File: src/rtl/amo_ctl_if.sv
// amo_ctl_if -- bundle between pre-decode / L1 arbiter / LSU and amo_ctl.
//
// Signals (direction as seen by amo_ctl through the slave modport):
//   amo_req    in   micro-op belongs to an AMO sequence
//   ir         in   expanded micro-op, opcode in [6:0]
//   stall      in   pipeline stall, blocks acceptance
//   amo_ack    out  micro-op accepted
//   lock_req   out  bus-lock request to the L1 arbiter
//   lock_gnt   in   arbiter grant (level)
//   lock_hold  out  bus locked for this hart
//   st_done    in   locked store committed to L1 (pulse)
//   lr_set     in   lr.w executed at mem_addr (pulse)
//   sc_chk     in   sc.w executing at mem_addr (pulse)
//   mem_addr   in   effective address for lr_set / sc_chk / AMO store
//   sc_vld     out  sc_ok valid (one cycle)
//   sc_ok      out  store-conditional succeeds
//   snoop_inv  in   remote write/invalidate (pulse)
//   snoop_addr in   invalidated address
//   rsv_valid  out  reservation held
interface amo_ctl_if #(
  parameter int ADDR_W = 64
);
  logic              amo_req;
  logic [31:0]       ir;
  logic              stall;
  logic              amo_ack;
  logic              lock_req;
  logic              lock_gnt;
  logic              lock_hold;
  logic              st_done;
  logic              lr_set;
  logic              sc_chk;
  logic [ADDR_W-1:0] mem_addr;
  logic              sc_vld;
  logic              sc_ok;
  logic              snoop_inv;
  logic [ADDR_W-1:0] snoop_addr;
  logic              rsv_valid;

  modport slave (
    input  amo_req, ir, stall, lock_gnt, st_done, lr_set, sc_chk, mem_addr,
           snoop_inv, snoop_addr,
    output amo_ack, lock_req, lock_hold, sc_vld, sc_ok, rsv_valid
  );

  modport master (
    output amo_req, ir, stall, lock_gnt, st_done, lr_set, sc_chk, mem_addr,
           snoop_inv, snoop_addr,
    input  amo_ack, lock_req, lock_hold, sc_vld, sc_ok, rsv_valid
  );
endinterface

File: src/rtl/amo_ctl.sv
// amo_ctl -- atomic-sequence responder for the hart front end.
//
// Acquires the data-bus lock for an AMO read-modify-write, acks each
// load / ALU / store micro-op handed over by pre-decode, and owns the
// LR/SC reservation register.
//
// Ports:
//   clk    clock, all state on posedge
//   rst_n  synchronous active-low reset
//   bus    amo_ctl_if.slave (see amo_ctl_if.sv for the signal list)
//
// Parameters:
//   ADDR_W       effective address width
//   RSV_TIMEOUT  cycles a reservation survives (timeout build only)
//
// Build option:
//   AMO_RSV_TIMEOUT_EN  when defined, a reservation expires RSV_TIMEOUT
//                       cycles after it is installed. Undefined: it lives
//                       until sc.w, a matching snoop or a matching AMO store.
module amo_ctl #(
  parameter int ADDR_W      = 64,
  parameter int RSV_TIMEOUT = 64
) (
  input logic      clk,
  input logic      rst_n,
  amo_ctl_if.slave bus
);

  localparam logic [6:0] OPC_LD  = 7'b0000011;
  localparam logic [6:0] OPC_ALU = 7'b0110011;
  localparam logic [6:0] OPC_ST  = 7'b0100011;
  localparam int         KEY_W   = ADDR_W - 2;

  typedef enum logic [1:0] {
    IDLE  = 2'd0,
    LOCK  = 2'd1,
    OP    = 2'd2,
    DRAIN = 2'd3
  } state_e;

  state_e state_q, state_d;

  // ---------------------------------------------------------------------------
  // Micro-op decode
  // ---------------------------------------------------------------------------
  logic [6:0] opc;
  logic       op_ld, op_alu, op_st, op_legal;

  assign opc = bus.ir[6:0];

  always_comb begin
    op_ld    = (opc == OPC_LD);
    op_alu   = (opc == OPC_ALU);
    op_st    = (opc == OPC_ST);
    op_legal = op_ld | op_alu | op_st;
  end

  // ---------------------------------------------------------------------------
  // Sequence FSM: state register / next state / outputs
  // ---------------------------------------------------------------------------
  logic ack;
  logic lock_req;
  logic lock_hold;

  always_ff @(posedge clk) begin
    if (!rst_n) state_q <= IDLE;
    else        state_q <= state_d;
  end

  always_comb begin
    state_d = state_q;
    unique case (state_q)
      IDLE:  if (bus.amo_req) state_d = LOCK;
      // Dropping amo_req before the store is accepted aborts the sequence
      // and releases the bus on the next edge.
      LOCK: begin
        if (!bus.amo_req)      state_d = IDLE;
        else if (bus.lock_gnt) state_d = OP;
      end
      OP: begin
        if (!bus.amo_req)      state_d = IDLE;
        else if (ack && op_st) state_d = DRAIN;
      end
      // Once the store is handed over, the lock is held until it commits
      // regardless of amo_req.
      DRAIN: if (bus.st_done) state_d = IDLE;
      default: state_d = IDLE;
    endcase
  end

  always_comb begin
    lock_req  = (state_q == LOCK);
    lock_hold = (state_q == OP) || (state_q == DRAIN);
    // Mealy ack: pre-decode advances on this, so an illegal opcode or a
    // stalled cycle simply holds the micro-op in place.
    ack       = (state_q == OP) && bus.amo_req && !bus.stall && op_legal;
  end

  assign bus.amo_ack   = ack;
  assign bus.lock_req  = lock_req;
  assign bus.lock_hold = lock_hold;

  // ---------------------------------------------------------------------------
  // LR/SC reservation (word granule)
  // ---------------------------------------------------------------------------
  logic [KEY_W-1:0] key_in, snp_key;
  logic [KEY_W-1:0] rsv_key_q, rsv_key_d;
  logic             rsv_valid_q, rsv_valid_d;
  logic             sc_vld_q, sc_vld_d;
  logic             sc_ok_q, sc_ok_d;
  logic             rsv_hit, snp_hit, st_hit, tmo_hit;

  assign key_in  = bus.mem_addr[ADDR_W-1:2];
  assign snp_key = bus.snoop_addr[ADDR_W-1:2];

`ifdef AMO_RSV_TIMEOUT_EN
  localparam int CNT_W = ($clog2(RSV_TIMEOUT + 1) > 8) ? $clog2(RSV_TIMEOUT + 1) : 8;

  logic [CNT_W-1:0] tmo_cnt_q, tmo_cnt_d, tmo_cnt_inc;

  // Counter holds the age of the reservation; it restarts at 0 with every
  // lr_set and expires the reservation when it would reach RSV_TIMEOUT,
  // so rsv_valid stays high for exactly RSV_TIMEOUT cycles.
  always_comb begin
    tmo_cnt_inc = tmo_cnt_q + 1'b1;
    tmo_hit     = rsv_valid_q && (tmo_cnt_inc == CNT_W'(RSV_TIMEOUT));
    tmo_cnt_d   = '0;
    if (!bus.lr_set && rsv_valid_q) tmo_cnt_d = tmo_cnt_inc;
  end

  always_ff @(posedge clk) begin
    if (!rst_n) tmo_cnt_q <= '0;
    else        tmo_cnt_q <= tmo_cnt_d;
  end
`else
  logic unused_tmo;
  assign tmo_hit    = 1'b0;
  assign unused_tmo = ^RSV_TIMEOUT;
`endif

  always_comb begin
    rsv_hit  = rsv_valid_q && (rsv_key_q == key_in);
    snp_hit  = bus.snoop_inv && rsv_valid_q && (rsv_key_q == snp_key);
    // An AMO store to the reserved word breaks the reservation.
    st_hit   = ack && op_st && rsv_hit;

    // sc.w judges the reservation as it stood before this edge.
    sc_vld_d = bus.sc_chk;
    sc_ok_d  = bus.sc_chk && rsv_hit;

    rsv_valid_d = rsv_valid_q;
    rsv_key_d   = rsv_key_q;
    if (bus.sc_chk || snp_hit || st_hit || tmo_hit) rsv_valid_d = 1'b0;
    // A new lr.w wins over every clear in the same cycle.
    if (bus.lr_set) begin
      rsv_valid_d = 1'b1;
      rsv_key_d   = key_in;
    end
  end

  always_ff @(posedge clk) begin
    if (!rst_n) begin
      rsv_valid_q <= 1'b0;
      rsv_key_q   <= '0;
      sc_vld_q    <= 1'b0;
      sc_ok_q     <= 1'b0;
    end else begin
      rsv_valid_q <= rsv_valid_d;
      rsv_key_q   <= rsv_key_d;
      sc_vld_q    <= sc_vld_d;
      sc_ok_q     <= sc_ok_d;
    end
  end

  assign bus.rsv_valid = rsv_valid_q;
  assign bus.sc_vld    = sc_vld_q;
  assign bus.sc_ok     = sc_ok_q;

  // Only the opcode and the word-granule address bits matter here.
  logic unused_bits;
  assign unused_bits = ^{bus.ir[31:7], bus.mem_addr[1:0], bus.snoop_addr[1:0]};

endmodule

File: src/flat_wrapper.sv
// flat-port wrapper written by rule: the top's interface ports become plain ports
module amo_ctl_flat 
#(
  parameter int ADDR_W      = 64,
  parameter int RSV_TIMEOUT = 64
)
  (clk, rst_n, bus_amo_req, bus_ir, bus_stall, bus_lock_gnt, bus_st_done, bus_lr_set, bus_sc_chk, bus_mem_addr, bus_snoop_inv, bus_snoop_addr, bus_amo_ack, bus_lock_req, bus_lock_hold, bus_sc_vld, bus_sc_ok, bus_rsv_valid);
  amo_ctl_if #(.ADDR_W(ADDR_W)) bus_i ();
  input logic clk;
  input logic rst_n;
  input wire logic [$bits(bus_i.amo_req)-1:0] bus_amo_req;
  input wire logic [$bits(bus_i.ir)-1:0] bus_ir;
  input wire logic [$bits(bus_i.stall)-1:0] bus_stall;
  input wire logic [$bits(bus_i.lock_gnt)-1:0] bus_lock_gnt;
  input wire logic [$bits(bus_i.st_done)-1:0] bus_st_done;
  input wire logic [$bits(bus_i.lr_set)-1:0] bus_lr_set;
  input wire logic [$bits(bus_i.sc_chk)-1:0] bus_sc_chk;
  input wire logic [$bits(bus_i.mem_addr)-1:0] bus_mem_addr;
  input wire logic [$bits(bus_i.snoop_inv)-1:0] bus_snoop_inv;
  input wire logic [$bits(bus_i.snoop_addr)-1:0] bus_snoop_addr;
  output wire logic [$bits(bus_i.amo_ack)-1:0] bus_amo_ack;
  output wire logic [$bits(bus_i.lock_req)-1:0] bus_lock_req;
  output wire logic [$bits(bus_i.lock_hold)-1:0] bus_lock_hold;
  output wire logic [$bits(bus_i.sc_vld)-1:0] bus_sc_vld;
  output wire logic [$bits(bus_i.sc_ok)-1:0] bus_sc_ok;
  output wire logic [$bits(bus_i.rsv_valid)-1:0] bus_rsv_valid;
  assign bus_i.amo_req = bus_amo_req;
  assign bus_i.ir = bus_ir;
  assign bus_i.stall = bus_stall;
  assign bus_i.lock_gnt = bus_lock_gnt;
  assign bus_i.st_done = bus_st_done;
  assign bus_i.lr_set = bus_lr_set;
  assign bus_i.sc_chk = bus_sc_chk;
  assign bus_i.mem_addr = bus_mem_addr;
  assign bus_i.snoop_inv = bus_snoop_inv;
  assign bus_i.snoop_addr = bus_snoop_addr;
  assign bus_amo_ack = bus_i.amo_ack;
  assign bus_lock_req = bus_i.lock_req;
  assign bus_lock_hold = bus_i.lock_hold;
  assign bus_sc_vld = bus_i.sc_vld;
  assign bus_sc_ok = bus_i.sc_ok;
  assign bus_rsv_valid = bus_i.rsv_valid;
  amo_ctl #(.ADDR_W(ADDR_W), .RSV_TIMEOUT(RSV_TIMEOUT)) u_core (.clk(clk), .rst_n(rst_n), .bus(bus_i));
endmodule
File: config.mk
export PLATFORM = sky130hd
export DESIGN_NAME = amo_ctl_flat
export DESIGN_NICKNAME = d
export VERILOG_FILES = /design/src/rtl/amo_ctl_if.sv /design/src/rtl/amo_ctl.sv /design/src/flat_wrapper.sv
export SDC_FILE = /design/constraint.sdc
export NUM_CORES = 1
export LEC_CHECK = 0
export ABC_AREA = 1
export CORE_MARGIN = 2
export CORE_UTILIZATION = 34
export CTS_CLUSTER_DIAMETER = 200
export CTS_CLUSTER_SIZE = 10
export DETAILED_ROUTE_END_ITERATION = 8
export PLACE_DENSITY = 0.65
export SLEW_MARGIN = 20
export SYNTH_ARGS = -nofsm -noshare
export SYNTH_HDL_FRONTEND = slang
export SYNTH_SLANG_ARGS = --single-unit
File: constraint.sdc
create_clock -name clk -period 3.65 [get_ports clk]
set_clock_uncertainty 0.15 [all_clocks]
set_input_delay 0.73 -clock clk [delete_from_list [all_inputs] [get_ports clk]]
set_output_delay 0.73 -clock clk [all_outputs]
set_load 0.005 [all_outputs]
==> flow_summary.json <==
{
  "fin_crit_ns": 3.108,
  "cts_tree": "built",
  "fillers": 1335,
  "dieArea_mm2": 0.01395,
  "wire_per_inst_um": 12.51,
  "final_cells": 1098,
  "syn_nets": 955,
  "cts.sinks": 67,
  "crit_chain": "clkdlybuf4s50_1, inv_1, nor3_4, nand2_1, o21ai_0, clkdlybuf4s50_1",
  "dp_hpwl_mm": 10.82,
  "via_count": 4817,
  "holdBufCountCts": 0,
  "synth-adder-area-share": 0,
  "place_inst": 1085,
  "die_h_um": 118.1,
  "die_w_um": 118.1,
  "slew_headroom": 0.3796,
  "netlist_instances": 786,
  "cts_buffers": 9,
  "ant_nets": 0,
  "antenna_found_initial": 0,
  "synthMuxAreaShare": 0,
  "cp.required_ns": 2.77,
  "crit_type": "in -> out",
  "pwr_density_cell_mw_per_mm2": 349.2,
  "clockRootBuffer": "clkbuf_16",
  "h-tree-depth": 3,
  "critPathCaptureType": "primary output",
  "synth_top_family_by_area": "simple AND/OR/NAND/NOR gates",
  "layout-drive-gt1-share": 0.02268,
  "vias_per_cell": 4.387,
  "gp_congestion": 0.8307,
  "synth_xor_area_frac": 0.04551,
  "grt_usage": 0.1968,
  "ctsLongestPathBuffers": 2,
  "diodes": 0,
  "synthToLayoutAreaGrowth_pct": 41.49,
  "synth_seq_area_share": 0.3030,
  "critPathLaunchType": "input pin",
  "period_share": 0.8515,
  "start_util": 0.3494,
  "vdd_ir_drop_max_uv": 195.8,
  "syn_area_mm2": 0.004427,
  "clock_latency_ns": 0.34,
  "worstPathArrival_ns": 2.23,
  "synthDistinctLibCells": 22,
  "rsz0062_at_grt": "false",
  "worstMarginPinSlew_ns": 0.9305,
  "synth_warnings": 0,
  "cp_slowest_cell": "clkdlybuf4s50_1",
  "p_leak_nw": 2.994,
  "setup_viol": 0,
  "cpPeakStageDelay_ns": 0.53,
  "fmax_mhz": 321.8,
  "drt_wl_total_mm": 13.74,
  "io-pin-count": 175,
  "clk_pin_slew_ns": 0.05,
  "firstDrtPassIters": 5,
  "coreArea_mm2": 0.01267,
  "cp_max_fo": 4,
  "grt_pass1_wl_mm": 21.43,
  "drc_errors": 0,
  "finalHoldViolCount": 0,
  "rows": 41,
  "grt_pass1_vias": 4278,
  "maxSlewViolCount": 0,
  "fin_nets": 1093,
  "power.total_w": 0.002187,
  "hp-class": "reg -> reg",
  "drv_cap": 0,
  "synth_compound_area_frac": 0.1947,
  "synth-seq-cells": 67,
  "outcome": "finished, final reports clean",
  "grt_max_degree": 104,
  "cpMostUsedCell": "clkdlybuf4s50_1",
  "syn_area_per_cell_um2": 5.632,
  "portBuffers": 145,
  "grt_overflow": 0,
  "cts_resized": 0,
  "synth-simple-area-share": 0.3180,
  "postCtsSetupRepairBufs": 0,
  "drt-initial-drc-count": 335,
  "setup_tns_ns": 0
}
area by class of cell:
type	instances	area, um2	share of cell area
clock buffers	13	250.2	0.03995
inverters	139	521.8	0.08330
multi-input cells	559	2471	0.3945
flip-flops and latches	67	1341	0.2141
well taps	172	215.2	0.03436
repair buffers	148	1464	0.2337
worst paths after layout:
kind,from,endpoint,slack [ns],cells after the start
hold / removal,u_core.rsv_key_q[26]$_SDFFE_PN0P_,u_core.rsv_key_q[26]$_SDFFE_PN0P_,0.36,2
hold reg to reg,u_core.rsv_key_q[26]$_SDFFE_PN0P_,u_core.rsv_key_q[26]$_SDFFE_PN0P_,0.36,2
setup reg to reg,u_core.rsv_key_q[45]$_SDFFE_PN0P_,u_core.bus.rsv_valid$_SDFFE_PN0P_,1.94,11
setup / recovery,bus_amo_req,bus_amo_ack,0.54,6
worst max-delay path: cells and delay by family:
family                 cells  cell delay (ns)
AO/OA/AOI/OAI              1             0.16
buffers and inverters      3             1.08
AND/OR/NAND/NOR            2             0.25
cell families after synthesis:
family	Yosys count
DFF	67
xor gates and xnor gates	23
buffers and inverters	160
and+or+nand+nor	365
AOI/OAI and AO/OA	171
flip-flops by register name, indices dropped and copies added, names as in the netlist:
signal                cells
u_core.bus.rsv_valid      1
u_core.state_q            2
u_core.bus.sc_vld         1
u_core.rsv_key_q         62
u_core.bus.sc_ok          1
power breakdown:
| group | internal (W) | switching (W) | leakage (nW) |
|---|---|---|---|
| registers | 0.000792 | 0.0000563 | 0.557 |
| logic | 0.000283 | 0.000282 | 2.32 |
| clock network | 0.000467 | 0.000306 | 0.122 |
| total | 0.00154 | 0.000644 | 2.99 |
cells in the final DEF, fill, tap and decap left out:
cell             synthesis  layout
buf_4                    0       3
o21ai_1                  2       2
nand2_1                266     266
nor2_1                  86      86
inv_2                    2       2
and3b_1                  1       1
clkdlybuf4s50_1          0     143
xor2_1                  11      11
a31oi_1                  1       1
o22ai_1                  1       1
xnor2_1                 12      12
nand3_1                  9       9
buf_2                    1       2
clkbuf_1                18       3
clkbuf_16                0       9
nand3_2                  1       1
o21ai_0                101     101
o21ai_2                  1       1
nor3_4                   1       1
a21oi_1                 65      65
nand2_2                  1       1
inv_1                  137     137
dfxtp_1                 67      67
clkbuf_8                 0       1
layer usage:
metal,vias up,global-route usage,wire [um]
li1,2675,-,-
met1,2018,0.2702,6776
met2,111,0.3139,6154
met3,13,0.03876,659
met4,0,0.05196,146
met5,-,0,0
cell usage after synthesis:
cell type,n,area [um2]
nand2_1,266,998.5
dfxtp_1,67,1341
a31oi_1,1,6.260
nand2_2,1,6.260
inv_2,2,7.510
nand3_2,1,10.01
xnor2_1,12,105.1
clkbuf_1,18,67.56
and3b_1,1,8.760
inv_1,137,514.2
xor2_1,11,96.34
o21ai_1,2,10.01
buf_2,1,5.000
nand3_1,9,45.04
dlygate4sd1_1,1,8.760
o22ai_1,1,6.260
nor3_4,1,16.27
a21oi_1,65,325.3
o21ai_0,101,505.5
o21ai_2,1,8.760
nor2_1,86,322.8
buf_6,1,11.26
metrics by stage:
stage	setup slack [ns]	utilization	hold slack (ns)	instance area [um2]
3_5_place_dp	0.5490	0.4746	0.3504	6013
6_report	0.5422	0.4943	0.3593	6264
3_3_place_gp	0.5553	0.4746	0.3426	6013
2_1_floorplan	1.561	-	0.3234	4427
4_1_cts	0.5402	0.4943	0.3590	6264
5_1_grt	0.4471	0.4943	0.3895	6264
(Power assumes the default switching activity.)
